$ cat config.mk
export PLATFORM = sky130hd
export DESIGN_NAME = play_core
export DESIGN_NICKNAME = d
export VERILOG_FILES = /design/src/rtl/play_core.sv
export SDC_FILE = /design/constraint.sdc
export NUM_CORES = 1
export LEC_CHECK = 0
export CORE_MARGIN = 1.5
export CORE_UTILIZATION = 45
export CTS_BUF_LIST = sky130_fd_sc_hd__clkbuf_16
export DETAILED_ROUTE_END_ITERATION = 8
export PLACE_DENSITY_LB_ADDON = 0.08
export SLEW_MARGIN = 20
export SYNTH_ARGS = -nofsm -noshare
export SYNTH_HDL_FRONTEND = slang
export SYNTH_SLANG_ARGS = --single-unit
$ cat constraint.sdc
create_clock -name i_clk -period 3.2 [get_ports i_clk]
set_input_delay 0.32 -clock i_clk [delete_from_list [all_inputs] [get_ports i_clk]]
set_output_delay 0.32 -clock i_clk [all_outputs]
set_load 0.1 [all_outputs]
$ cat src/rtl/play_core.sv
// -----------------------------------------------------------------------------
// play_core
// Playback engine: fetches consecutive sample words from SDRAM, beginning at a
// controller-supplied word address, and streams them to the DAC path over a
// valid/ready handshake. Supports pause, stop/abort and optional looping.
//
// Ports
//   i_clk, i_rst          clock, asynchronous active-high reset
//   play_start            level: high runs a session, low aborts to IDLE
//   play_start_addr       first word address (sampled when a session starts)
//   play_length           words to play (sampled when a session starts)
//   play_pause            level: holds the sample handshake (SEND only)
//   play_stop             abort to IDLE, highest priority
//   play_done             high while the session has finished (DONE)
//   play_read/play_addr   SDRAM read request and word address
//   play_readdata         SDRAM data, valid with play_sdram_finished
//   play_write            always 0 (read-only client)
//   play_sdram_finished   one-cycle SDRAM completion strobe
//   play_audio_data/valid sample to the DAC path
//   play_audio_ready      DAC accepts when valid & ready
// -----------------------------------------------------------------------------
module play_core #(
    parameter int ADDR_W  = 23,
    parameter int DATA_W  = 32,
    parameter int LOOP_EN = 0
) (
    input  logic              i_clk,
    input  logic              i_rst,
    input  logic              play_start,
    input  logic [ADDR_W-1:0] play_start_addr,
    input  logic [ADDR_W-1:0] play_length,
    input  logic              play_pause,
    input  logic              play_stop,
    output logic              play_done,
    output logic              play_read,
    output logic [ADDR_W-1:0] play_addr,
    input  logic [DATA_W-1:0] play_readdata,
    output logic              play_write,
    input  logic              play_sdram_finished,
    output logic [DATA_W-1:0] play_audio_data,
    output logic              play_audio_valid,
    input  logic              play_audio_ready
);

    typedef enum logic [1:0] {
        S_IDLE  = 2'd0,
        S_FETCH = 2'd1,
        S_SEND  = 2'd2,
        S_DONE  = 2'd3
    } state_t;

    localparam logic              LOOP_S = (LOOP_EN != 0);
    localparam logic [ADDR_W-1:0] ONE_A  = {{(ADDR_W-1){1'b0}}, 1'b1};
    localparam logic [ADDR_W-1:0] ZERO_A = {ADDR_W{1'b0}};

    state_t            state_q, state_d;
    logic [ADDR_W-1:0] base_q,  base_d;
    logic [ADDR_W-1:0] len_q,   len_d;
    logic [ADDR_W-1:0] addr_q,  addr_d;
    logic [ADDR_W-1:0] cnt_q,   cnt_d;
    logic [DATA_W-1:0] data_buf_q, data_buf_d;

    logic              abort_s;
    logic              launch_s;
    logic              xfer_s;
    logic              last_s;
    logic [ADDR_W-1:0] cnt_plus1_s;

    // Event decode shared by the next-state and datapath processes. Valid is
    // built from state and pause only, so ready never feeds back into valid.
    always_comb begin
        abort_s     = play_stop | ~play_start;
        launch_s    = play_start & ~play_stop;
        xfer_s      = (state_q == S_SEND) & ~play_pause & play_audio_ready;
        cnt_plus1_s = cnt_q + ONE_A;
        last_s      = (cnt_plus1_s == len_q);
    end

    // State and datapath registers with asynchronous reset.
    always_ff @(posedge i_clk or posedge i_rst) begin
        if (i_rst) begin
            state_q    <= S_IDLE;
            base_q     <= ZERO_A;
            len_q      <= ZERO_A;
            addr_q     <= ZERO_A;
            cnt_q      <= ZERO_A;
            data_buf_q <= {DATA_W{1'b0}};
        end else begin
            state_q    <= state_d;
            base_q     <= base_d;
            len_q      <= len_d;
            addr_q     <= addr_d;
            cnt_q      <= cnt_d;
            data_buf_q <= data_buf_d;
        end
    end

    // Next-state logic; an abort in FETCH/SEND wins over finished and transfer.
    always_comb begin
        state_d = state_q;
        case (state_q)
            S_IDLE: begin
                if (launch_s) begin
                    state_d = (play_length == ZERO_A) ? S_DONE : S_FETCH;
                end else begin
                    state_d = S_IDLE;
                end
            end
            S_FETCH: begin
                if (abort_s) begin
                    state_d = S_IDLE;
                end else if (play_sdram_finished) begin
                    state_d = S_SEND;
                end else begin
                    state_d = S_FETCH;
                end
            end
            S_SEND: begin
                if (abort_s) begin
                    state_d = S_IDLE;
                end else if (xfer_s) begin
                    if (last_s && !LOOP_S) begin
                        state_d = S_DONE;
                    end else begin
                        state_d = S_FETCH;
                    end
                end else begin
                    state_d = S_SEND;
                end
            end
            S_DONE: begin
                if (!play_start) begin
                    state_d = S_IDLE;
                end else begin
                    state_d = S_DONE;
                end
            end
            default: begin
                state_d = S_IDLE;
            end
        endcase
    end

    // Datapath next values: session latch, read capture, word counting/wrap.
    always_comb begin
        base_d     = base_q;
        len_d      = len_q;
        addr_d     = addr_q;
        cnt_d      = cnt_q;
        data_buf_d = data_buf_q;
        case (state_q)
            S_IDLE: begin
                if (launch_s) begin
                    base_d = play_start_addr;
                    addr_d = play_start_addr;
                    len_d  = play_length;
                    cnt_d  = ZERO_A;
                end else begin
                    cnt_d = cnt_q;
                end
            end
            S_FETCH: begin
                // A completion that coincides with an abort is discarded.
                if (!abort_s && play_sdram_finished) begin
                    data_buf_d = play_readdata;
                end else begin
                    data_buf_d = data_buf_q;
                end
            end
            S_SEND: begin
                if (!abort_s && xfer_s) begin
                    if (last_s && LOOP_S) begin
                        addr_d = base_q;
                        cnt_d  = ZERO_A;
                    end else begin
                        // Address wraps naturally modulo 2^ADDR_W.
                        addr_d = addr_q + ONE_A;
                        cnt_d  = cnt_plus1_s;
                    end
                end else begin
                    addr_d = addr_q;
                end
            end
            S_DONE: begin
                cnt_d = cnt_q;
            end
            default: begin
                cnt_d = cnt_q;
            end
        endcase
    end

    // Outputs decoded from the state register and datapath registers.
    always_comb begin
        play_read        = (state_q == S_FETCH);
        play_done        = (state_q == S_DONE);
        play_audio_valid = (state_q == S_SEND) & ~play_pause;
        play_addr        = addr_q;
        play_audio_data  = data_buf_q;
        play_write       = 1'b0;
    end

endmodule

* Word level (Yosys, flattened, before mapping)
Cells that the tools add are included. Widths: inputs -> output; s select.
Storage, ports and cells: flip-flop bits (word level) 103, input bits 85, output and inout port bits 59, logic and storage cells 44
Operators by class: $add $sub $neg 2, eq/ne operators 6, mux-type cells 15, bitwise gates (word level) 7, reductions and logical operators 9
Operators by type and width (count):
- $mux 23 | 4
- $pmux 23 s2 | 2
- $add 23x1->23 const B | 2
- $eq 23x23->1 | 1
- $logic_not 23->1 | 1
- $mux 2 | 8
- $pmux 2 s4 | 1
- $eq 2x2->1 const B | 2
- $ne 2x2->1 const B | 2
- $reduce_and 2->1 | 2
- $and 1x1->1 | 3
- $not 1->1 | 3
- $reduce_and 3->1 | 1
- $eq 2x1->1 const B | 1
- $logic_and 1x1->1 | 2
- $logic_not 2->1 | 1
- $reduce_bool 2->1 | 1
- $logic_not 1->1 | 1
- $or 1x1->1 | 1

* Logic depth before layout (Yosys ltp)
Gate-level depths: netlist of run 1.
word-level depth 6, mapped depth 8

* Worst setup path before layout of run 1
No wires, ideal clock.
path type reg-to-reg, from reg state_q[0], to reg data_buf_q[0] (netlist: play_audio_data[0]), library setup time 0.126 ns, arrival 2.990 ns, setup slack 0.084 ns, cell stages (with the launch flop) 6, path buffers 2, path through dfrtp_1 clkbuf_1 nor2b_1 nand4b_1 clkbuf_1 mux2_2
On the way: longest elaborated chain between the ends 2
Ends and longest elaborated chain:
- from (decl) | line 56 | state_t state_q, state_d;
- from (signal assigned) | line 89 | state_q <= state_d;
- $eq 2x1->1
- via play_read | line 35 | output logic play_read,
- $reduce_and 2->1 (no line)
- to (signal assigned) | line 87 | data_buf_q <= {DATA_W{1'b0}};
- to (signal assigned) | line 94 | data_buf_q <= data_buf_d;
- to (decl) | line 61 | logic [DATA_W-1:0] data_buf_q, data_buf_d;
The timed path passes the listed nets, and every way through them passes these cells. A chain may end at the register's enable or synchronous reset.

* Worst setup path after layout of run 1
from reg cnt_q[5], to reg state_q[1]
On the way: longest elaborated chain between the ends 6
Ends and longest elaborated chain:
- from (decl) | line 60 | logic [ADDR_W-1:0] cnt_q, cnt_d;
- from (signal assigned) | line 93 | cnt_q <= cnt_d;
- $add 23x1->23 | line 75 | cnt_plus1_s = cnt_q + ONE_A;
- $eq 23x23->1 | line 76 | last_s = (cnt_plus1_s == len_q);
- $mux 2 | line 122 | if (last_s && !LOOP_S) begin
- $mux 2 | line 121 | end else if (xfer_s) begin
- $mux 2 | line 119 | if (abort_s) begin
- $pmux 2 s4 | line 101 | case (state_q)
- via state_d[1] | line 56
The timed path passes the listed nets, and every way through them passes these cells.

==> impl_metrics.env, run 1 <==
export IMPL_path_buf_inv=0
export IMPL_worstPathRequired_ps=3480
export IMPL_grt_setup_unrepaired="false"
export IMPL_fp_dieArea_um2=13100
export IMPL_final_hold_viol_count=0
export IMPL_startpoint_type="flip-flop"
export IMPL_finalMaxSlewViolations=0
export IMPL_cts_resized=0
export IMPL_grtUsageTotal=0.245
export IMPL_clock_skew_ps=6.10
export IMPL_cts_tree="done"
export IMPL_tns_ps=0
export IMPL_nets=826
export IMPL_worst_path_max_delay_cell="dfrtp_1"
export IMPL_ys_ff_latch=103
export IMPL_final_antenna_net_count=0
export IMPL_min_period_ps=2350
export IMPL_synthTopCellsByArea="dfrtp_1, nand2_1, mux2_2"
export IMPL_drt_iter0_drc=325
export IMPL_syn_area_um2=5590
export IMPL_cp_max_fo=12
export IMPL_regArea_um2=2580
export IMPL_syn_inst=614
export IMPL_end_kind="flip-flop"
export IMPL_tightest_slew_ps=998
export IMPL_reg2reg_to="state_q[1]$_DFF_PP0_"
export IMPL_routed_via_density=5.58
export IMPL_n_antenna_cell=0
export IMPL_synth_edff_count=0
export IMPL_grt_pass1_wl_mm=25.1
export IMPL_grt_overflow_total=0
export IMPL_cts_buffers=9
export IMPL_cts_sinks=103
export IMPL_critPathArrivalTime_ps=2630
export IMPL_ir_worst_vdd_mv=0.504
export IMPL_avgRoutedWirePerCell_um=16.7
export IMPL_cts_buffer_depth=2
export IMPL_hold_buffers=0
export IMPL_antenna_found_initial=0
export IMPL_post_route_period_util=0.734
export IMPL_holdCritPathClass="in2async"
export IMPL_critPathMaxStageDelay_ps=560
export IMPL_synthDistinctLibCells=52
export IMPL_initial_core_util=0.463
export IMPL_max_freq_ghz=0.426
export IMPL_die_w_um=114
export IMPL_io_buffers=142
export IMPL_core_area_um2=12100
export IMPL_p_leak_nw=3.08
export IMPL_yosysTopAreaCellShare=0.461
export IMPL_postCtsSetupRepairBufs=0
export IMPL_path_clk_slew_ps=70
export IMPL_ys_seq_area_frac=0.461
export IMPL_rrSetupSlack_ps=850
export IMPL_ys_warn_count=0
export IMPL_io_pins=144
export IMPL_synthesis_nets=702
export IMPL_dp_hpwl_mm=11.1
export IMPL_power_density_nw_per_um2=617
export IMPL_multiInputGateArea_um2=2790
export IMPL_die_h_um=114
export IMPL_root_buffer="clkbuf_16"
export IMPL_placementRows=40
export IMPL_drv_cap=0
export IMPL_nFillCells=1044
export IMPL_area_delta_synth_final_pct=32.3
export IMPL_grt_pass1_vias=5026
export IMPL_htree_num_levels=3
export IMPL_place_congestion=0.935
export IMPL_final_util=0.613
export IMPL_synth_most_common_cell="nand2_1"
export IMPL_setup_viol=0
export IMPL_clk_latency_ps=360
export IMPL_status="finished, final reports clean"
export IMPL_synth_ff_type="dfrtp_1"
export IMPL_routed_wl_mm=15.2
export IMPL_path_class="reg2reg"
export IMPL_cp_cell_sequence="nand4_2, nor4_2, and3_1, o211ai_1, or4_1, o21ai_1"
export IMPL_synth_area_per_cell_um2=9.10
export IMPL_grt_max_degree=52
export IMPL_slew_headroom=0.332
export IMPL_vias=5078
export IMPL_drive_gt1_frac=0.105
export IMPL_drtPass1Iterations=7
export IMPL_r2r_start="cnt_q[5]$_DFFE_PP0P_"
export IMPL_drc_errors=0
export IMPL_async_flop_share=1.00
export IMPL_synth_top_area_cell="dfrtp_1"
export IMPL_reg2reg_depth=6
export IMPL_synth_common_cells="nand2_1, dfrtp_1, o21ai_0, a21oi_1, nor2_1"
export IMPL_crit_family="simple AND/OR/NAND/NOR gates"
## cell usage in the layout, fill, tap and decap left out, drive strengths merged, types with 5 or more instances in the layout
cell / count
and3: 10
o22ai: 11
a21oi: 45
nand4: 17
nand2: 104
or3: 6
nor4: 11
nand2b: 5
dfrtp: 103
nor2: 37
inv: 10
nor3: 12
o22a: 5
o21ai: 52
a31oi: 12
nand3: 27
clkdlybuf4s50: 138
and4: 5
buf: 16
xnor2: 21
xor2: 9
mux2: 32
clkbuf: 9
## sequential cells by signal (all words and copies together), names as in the netlist
register,cells
state_q,2
play_addr,23
cnt_q,23
len_q,23
play_audio_data,32
## per-layer routing
layer,part of all wire,vias up,routed length [um],track usage
met5,0,-,0,0
met4,0.022,0,339,0.0917
met3,0.077,28,1160,0.0847
met2,0.46,180,6900,0.374
met1,0.45,2441,6760,0.323
li1,-,2429,-,-
## power breakdown
part	switching (mW)	leakage (nW)	internal, mW	total (mW)
clock	0.511	0.136	0.529	1.04
combinational	1.35	1.65	0.515	1.87
sequential	0.166	1.30	1.49	1.65
total	2.03	3.08	2.53	4.56
## worst max-delay path by stage
stage                                        start                              to  slack, ps  cells past startpoint
after floorplan               state_q[0]$_DFF_PP0_  play_audio_data[0]$_DFFE_PP0P_         80                      5
after global placement                   play_stop           cnt_q[21]$_DFFE_PP0P_        840                      9
after detailed placement                 play_stop           cnt_q[20]$_DFFE_PP0P_        810                      9
after CTS                 play_addr[8]$_DFFE_PP0P_                    play_addr[8]        860                      1
after global routing          cnt_q[5]$_DFFE_PP0P_            state_q[1]$_DFF_PP0_        690                      6
final                         cnt_q[5]$_DFFE_PP0P_            state_q[1]$_DFF_PP0_        850                      6
## per-stage QoR
step	cell area, um^2	hold WS [ps]	power, mW	setup slack [ps]	std cells
2_1_floorplan	5590	425	3.01	83.8	614
3_3_place_gp	7120	487	3.52	835	895
3_5_place_dp	7120	492	3.55	812	895
4_1_cts	7390	281	4.60	855	910
5_1_grt	7390	324	4.74	685	910
6_report	7390	279	4.56	852	910
## cell type report
cell class / count / area share
multi-input cells: 462 / 0.377
flip-flops and latches: 103 / 0.349
repair buffers: 154 / 0.205
clock buffers: 9 / 0.0305
well taps: 168 / 0.0284
clock inverters: 6 / 0.00609
inverters: 8 / 0.00440
## kinds of logic (layout without fill, tap and decap cells)
group,after synthesis,in the layout,synth area share
AO/OA/AOI/OAI,146,146,0.152
XOR/XNOR,31,31,0.0511
adder cells (fa/ha/maj),3,3,0.00672
buffers and inverters,49,177,0.0423
flip-flops,103,103,0.461
multiplexers,35,35,0.0699
other,1,1,0.000671
AND/OR/NAND/NOR,246,246,0.217
Note: power is estimated with default switching activity, not from simulation.
==> run 2, diff against run 1 <==
--- a/config.mk
+++ b/config.mk
@@ -6,7 +6,7 @@
 export NUM_CORES = 1
 export LEC_CHECK = 0
 export CORE_MARGIN = 1.5
-export CORE_UTILIZATION = 45
+export CORE_UTILIZATION = 50
 export CTS_BUF_LIST = sky130_fd_sc_hd__clkbuf_16
 export DETAILED_ROUTE_END_ITERATION = 8
 export PLACE_DENSITY_LB_ADDON = 0.08
==> constraint.sdc (replaced) <==
create_clock -name i_clk -period 2.3 [get_ports i_clk]
set_input_delay 0.23 -clock i_clk [delete_from_list [all_inputs] [get_ports i_clk]]
set_output_delay 0.23 -clock i_clk [all_outputs]
set_load 0.1 [all_outputs]
==> run 2 against run 1 <==
Net effect: worst hold slack gained 55 ps; die area fell by 9.7%; final cell count shrank 1.3%; register-to-register slack lost 740 ps; fmax increased by 7.4%; power up 37%; cell area increased by 0.76%; count of clock-buffer cells in the layout stayed put; flip-flop and latch count is the same; clock power is 36% higher; critical path depth stayed put; global-route usage grew 1.6 points.
==> impl_metrics.env, run 2 (same netlist as run 1, synthesis figures left out) <==
export IMPL_clk_latency_ps=360
export IMPL_tightest_slew_ps=788
export IMPL_die_w_um=109
export IMPL_holdCritPathClass="in2async"
export IMPL_grt_overflow_total=0
export IMPL_p_sw_mw=2.79
export IMPL_fin_cells=898
export IMPL_die_h_um=109
export IMPL_place_congestion=0.884
export IMPL_drive_gt1_frac=0.218
export IMPL_antenna_found_initial=0
export IMPL_cts_sinks=103
export IMPL_htree_num_levels=3
export IMPL_nets=841
export IMPL_mostFrequentLayoutCells="nand2_1, dfrtp_1, clkdlybuf4s50_1, buf_4, o21ai_0"
export IMPL_cts_buffers=9
export IMPL_cts_buffer_depth=2
export IMPL_max_freq_ghz=0.458
export IMPL_worstPathRequired_ps=2580
export IMPL_grtUsageTotal=0.261
export IMPL_min_period_ps=2190
export IMPL_hold_buffers=0
export IMPL_setup_viol=0
export IMPL_internal_power_mw=3.46
export IMPL_n_antenna_cell=0
export IMPL_path_clk_slew_ps=70
export IMPL_cts_tree="done"
export IMPL_hold_ws_ps=334
export IMPL_fp_dieArea_um2=11800
export IMPL_routed_wl_mm=14.7
export IMPL_dp_cells=880
export IMPL_final_hold_viol_count=0
export IMPL_area_delta_synth_final_pct=33.3
export IMPL_grt_pass1_wl_mm=24.1
export IMPL_vias=5199
export IMPL_drtPass1Iterations=5
export IMPL_status="finished, final reports clean"
export IMPL_power_density_nw_per_um2=838
export IMPL_critPathArrivalTime_ps=2470
export IMPL_clock_skew_ps=9.24
export IMPL_grt_max_degree=104
export IMPL_startpoint_type="flip-flop"
export IMPL_core_area_um2=10900
export IMPL_post_route_period_util=0.950
export IMPL_seq_power_share=0.369
export IMPL_grt_setup_unrepaired="false"
export IMPL_dp_hpwl_mm=10.8
export IMPL_sw_frac_of_total=0.446
export IMPL_initial_core_util=0.513
export IMPL_end_kind="flip-flop"
export IMPL_drc_errors=0
export IMPL_slew_headroom=0.474
export IMPL_cp_max_fo=8
export IMPL_finalMaxSlewViolations=0
export IMPL_ir_worst_vdd_mv=0.820
export IMPL_power_frac_clock=0.225
export IMPL_io_pins=144
export IMPL_nFillCells=868
export IMPL_drt_iter0_drc=400
export IMPL_final_antenna_net_count=0
export IMPL_final_common_cell="nand2_1"
export IMPL_p_leak_nw=3.24
export IMPL_pwr_share_comb=0.406
export IMPL_routed_via_density=5.79
export IMPL_drv_cap=0
export IMPL_grt_pass1_vias=5039
export IMPL_io_buffers=142
export IMPL_avgRoutedWirePerCell_um=16.4
export IMPL_largest_register_ffs=32
export IMPL_path_class="reg2reg"
export IMPL_placementRows=38
export IMPL_root_buffer="clkbuf_16"
-- run 2: cell count changes in the layout (fill, tap and decap cells not counted), sizes merged --
cell           change
clkinvlp           +3
clkdlybuf4s50     -54
clkinv             -2
buf               +69
-- run 2: critical path: stages, from the launching register on --
cell and delay [ps]:
dfrtp_1 510, nand4_2 270, nor4_4 350, and3_1 190, o211ai_1 90, or4_1 550, o21ai_2 160
-- run 2: path summary, 6_finish.rpt --
kind	start	endpoint	slack, ps	cells after the start
setup / recovery	cnt_q[6]$_DFFE_PP0P_	state_q[1]$_DFF_PP0_	110	6
hold / removal	i_rst	play_audio_data[6]$_DFFE_PP0P_	330	3
setup reg to reg	cnt_q[6]$_DFFE_PP0P_	state_q[1]$_DFF_PP0_	110	6
hold reg to reg	len_q[13]$_DFFE_PP0P_	len_q[13]$_DFFE_PP0P_	500	2
max in group asynchronous	i_rst	play_addr[5]$_DFFE_PP0P_	1480	3
min in group i_clk	play_length[3]	len_q[3]$_DFFE_PP0P_	430	3
-- run 2: power by group through the flow --
stage	clock (mW)	combinational, mW	sequential (mW)
after floorplan	0	0.485	3.71
after detailed placement	0	2.54	2.33
after CTS	1.44	2.54	2.30
after global placement	0	2.51	2.32
final	1.41	2.53	2.31
after global routing	1.51	2.64	2.34
-- run 2: final cells by class --
class	count	area [um^2]	share of cell area
Multi-Input combinational cell	462	2840	0.381
Sequential cell	103	2590	0.348
Timing Repair Buffer	169	1540	0.207
Clock buffer	9	225	0.0302
Tap cell	140	175	0.0235
Clock inverter	7	41.3	0.00554
Inverter	8	33.8	0.00453
-- run 2: repair_timing --
| item | in CTS | in global routing |
|---|---|---|
| endpoints found under the setup margin | 1 | 1 |
| resized for setup | 1 | 9 |
| buffers inserted | 0 | 2 |
-- run 2: through the flow --
stage               setup TNS [ps]  area, um^2  utilization  total power [mW]  setup WS [ps]
floorplan                        0        5610            -              4.20           2.94
global placement                 0        7120        0.654              4.83           39.8
detailed placement           -21.3        7120        0.654              4.87          -18.4
CTS                              0        7390        0.679              6.28           47.1
global route                     0        7450        0.684              6.49           5.41
finish                           0        7450        0.684              6.24            115
-- run 2: per-layer routing --
layer / wire, um / track usage / up-vias
li1: - / - / 2480
met1: 6280 / 0.336 / 2515
met2: 7100 / 0.419 / 184
met3: 1150 / 0.0825 / 20
met4: 223 / 0.0846 / 0
met5: 0 / 0 / -
==> run 3, diff against run 2 <==
--- a/config.mk
+++ b/config.mk
@@ -9,7 +9,7 @@
 export CORE_UTILIZATION = 50
 export CTS_BUF_LIST = sky130_fd_sc_hd__clkbuf_16
 export DETAILED_ROUTE_END_ITERATION = 8
-export PLACE_DENSITY_LB_ADDON = 0.08
+export PLACE_DENSITY = 0.83
 export SLEW_MARGIN = 20
 export SYNTH_ARGS = -nofsm -noshare
 export SYNTH_HDL_FRONTEND = slang
==> run 3 against run 2 <==
Net effect: sequential power about the same; clock power increased by 19%; combinational power is essentially flat; die area is the same; setup slack gained 55 ps; power rose by 4.5%; worst hold slack better by 28 ps; final cell count is 0.22% lower; core utilization rose by 0.10 points; non-clock buffer count shrank 2; count of clock-buffer cells in the layout unchanged; largest power group unchanged.
==> impl_metrics.env, run 3 (same netlist as run 1, synthesis figures left out) <==
export IMPL_status="finished, final reports clean"
export IMPL_place_worst_setup_slack_ps=86.6
export IMPL_holdCritPathClass="in2async"
export IMPL_drt_met1_wl_mm=6.71
export IMPL_grt_setup_unrepaired="false"
export IMPL_routed_wl_mm=15.3
export IMPL_dp_hpwl_mm=11.0
export IMPL_setup_viol=0
export IMPL_max_freq_ghz=0.469
export IMPL_p_leak_nw=3.25
export IMPL_drv_cap=0
export IMPL_post_route_period_util=0.926
export IMPL_antenna_found_initial=0
export IMPL_root_buffer="clkbuf_16"
export IMPL_grt_pass1_vias=5165
export IMPL_crit_path_start="cnt_q[0]$_DFFE_PP0P_"
export IMPL_io_pins=144
export IMPL_critPathMaxStageDelay_ps=500
export IMPL_cts_sinks=103
export IMPL_die_w_um=109
export IMPL_routed_via_density=5.79
export IMPL_power_frac_clock=0.257
export IMPL_critPathArrivalTime_ps=2420
export IMPL_vias=5191
export IMPL_finalMaxSlewViolations=0
export IMPL_r2r_start="cnt_q[0]$_DFFE_PP0P_"
export IMPL_final_hold_viol_count=0
export IMPL_htree_num_levels=3
export IMPL_ir_worst_vdd_mv=0.920
export IMPL_min_period_ps=2130
export IMPL_path_clk_slew_ps=70
export IMPL_placementRows=38
export IMPL_rrSetupSlack_ps=170
export IMPL_drt_iter0_drc=485
export IMPL_grt_pass1_wl_mm=25.0
export IMPL_crit_end="state_q[1]$_DFF_PP0_"
export IMPL_power_density_nw_per_um2=875
export IMPL_grtUsageTotal=0.273
export IMPL_crit_family="simple AND/OR/NAND/NOR gates"
export IMPL_startpoint_type="flip-flop"
export IMPL_end_kind="flip-flop"
export IMPL_reg2reg_to="state_q[1]$_DFF_PP0_"
export IMPL_p_sw_mw=2.84
export IMPL_highest_layer="met4"
export IMPL_nets=839
export IMPL_path_class="reg2reg"
export IMPL_wl_met3_mm=1.00
export IMPL_cp_max_fo=8
export IMPL_path_buf_inv=0
export IMPL_worst_path_max_delay_cell="or4_1"
export IMPL_tns_ps=0
export IMPL_core_area_um2=10900
export IMPL_initial_core_util=0.513
export IMPL_dp_cells=880
export IMPL_cts_tree="done"
export IMPL_drc_errors=0
export IMPL_n_antenna_cell=0
export IMPL_slew_headroom=0.639
export IMPL_internal_power_mw=3.68
export IMPL_fin_cells=896
export IMPL_clk_latency_ps=360
export IMPL_final_common_cell="nand2_1"
export IMPL_cts_buffer_depth=2
export IMPL_grt_max_degree=104
export IMPL_place_congestion=0.902
export IMPL_io_buffers=142
export IMPL_postCtsSetupRepairBufs=0
export IMPL_avgRoutedWirePerCell_um=17.1
export IMPL_fp_dieArea_um2=11800
export IMPL_cts_buffers=9
export IMPL_mostFrequentLayoutCells="nand2_1, dfrtp_1, clkdlybuf4s50_1, buf_4, o21ai_0"
export IMPL_wl_met2_mm=7.24
export IMPL_drtPass1Iterations=6
export IMPL_sw_frac_of_total=0.436
export IMPL_worstPathRequired_ps=2590
export IMPL_cp_num_cells=7
export IMPL_die_h_um=109
export IMPL_drive_gt1_frac=0.210
export IMPL_largest_register_ffs=32
export IMPL_clock_skew_ps=7.75
export IMPL_tightest_slew_ps=541
export IMPL_worst_slack_ps=169
export IMPL_cp_cell_sequence="ha_1, xnor3_1, nand4_1, nor3b_2, nand4b_1, or4_1, o21ai_1"
export IMPL_area_delta_synth_final_pct=33.5
export IMPL_grt_overflow_total=0
export IMPL_seq_power_share=0.354
export IMPL_final_antenna_net_count=0
export IMPL_reg2reg_depth=7
export IMPL_nFillCells=808
export IMPL_pwr_share_comb=0.390
run 3: layout make-up:
class	instances	area, um^2	share of cell area
inverter	8	33.8	0.00453
clock inverter	7	96.3	0.0129
sequential	103	2590	0.347
clock buffer	9	225	0.0302
timing repair buffer	167	1510	0.203
tap	140	175	0.0235
multi-input combinational	462	2830	0.379
run 3: power by group through the flow:
stage	Clock (mW)	Sequential [mW]	Combinational [mW]
global placement	0	2.32	2.52
finish	1.68	2.31	2.54
global route	1.77	2.34	2.65
CTS	1.70	2.30	2.55
floorplan	0	3.71	0.485
detailed placement	0	2.33	2.55
run 3: how the worst min path moves through the flow:
stage                                      endpoint  cells after the start                  start
finish              play_audio_data[16]$_DFFE_PP0P_                      3                  i_rst
global route        play_audio_data[16]$_DFFE_PP0P_                      3                  i_rst
CTS                 play_audio_data[16]$_DFFE_PP0P_                      3                  i_rst
detailed placement            len_q[20]$_DFFE_PP0P_                      2  len_q[20]$_DFFE_PP0P_
global placement               len_q[7]$_DFFE_PP0P_                      2   len_q[7]$_DFFE_PP0P_
floorplan                      len_q[0]$_DFFE_PP0P_                      2         play_length[0]
run 3: what timing repair did:
action                     in CTS  in global routing
hold buffers                    0                  0
setup endpoints to repair       0                  1
resized for setup               0                  5
run 3: metrics by stage:
stage | util | hold WS (ps) | power, mW | area, um^2
after floorplan | - | 335 | 4.20 | 5610
after global placement | 0.653 | 483 | 4.83 | 7110
after detailed placement | 0.653 | 493 | 4.88 | 7110
after CTS | 0.683 | 415 | 6.55 | 7430
after global routing | 0.685 | 445 | 6.75 | 7460
final | 0.685 | 363 | 6.53 | 7460
run 3: tightest hold or removal path: stages:
cell             delay [ps]
clkdlybuf4s50_1         440
clkinvlp_4              100
buf_12                  410
run 3: routing by layer:
| layer | GRT usage | up-vias |
|---|---|---|
| met2 | 0.439 | 229 |
| met4 | 0.113 | 0 |
| li1 | - | 2472 |
| met5 | 0 | - |
| met3 | 0.0568 | 31 |
| met1 | 0.359 | 2459 |
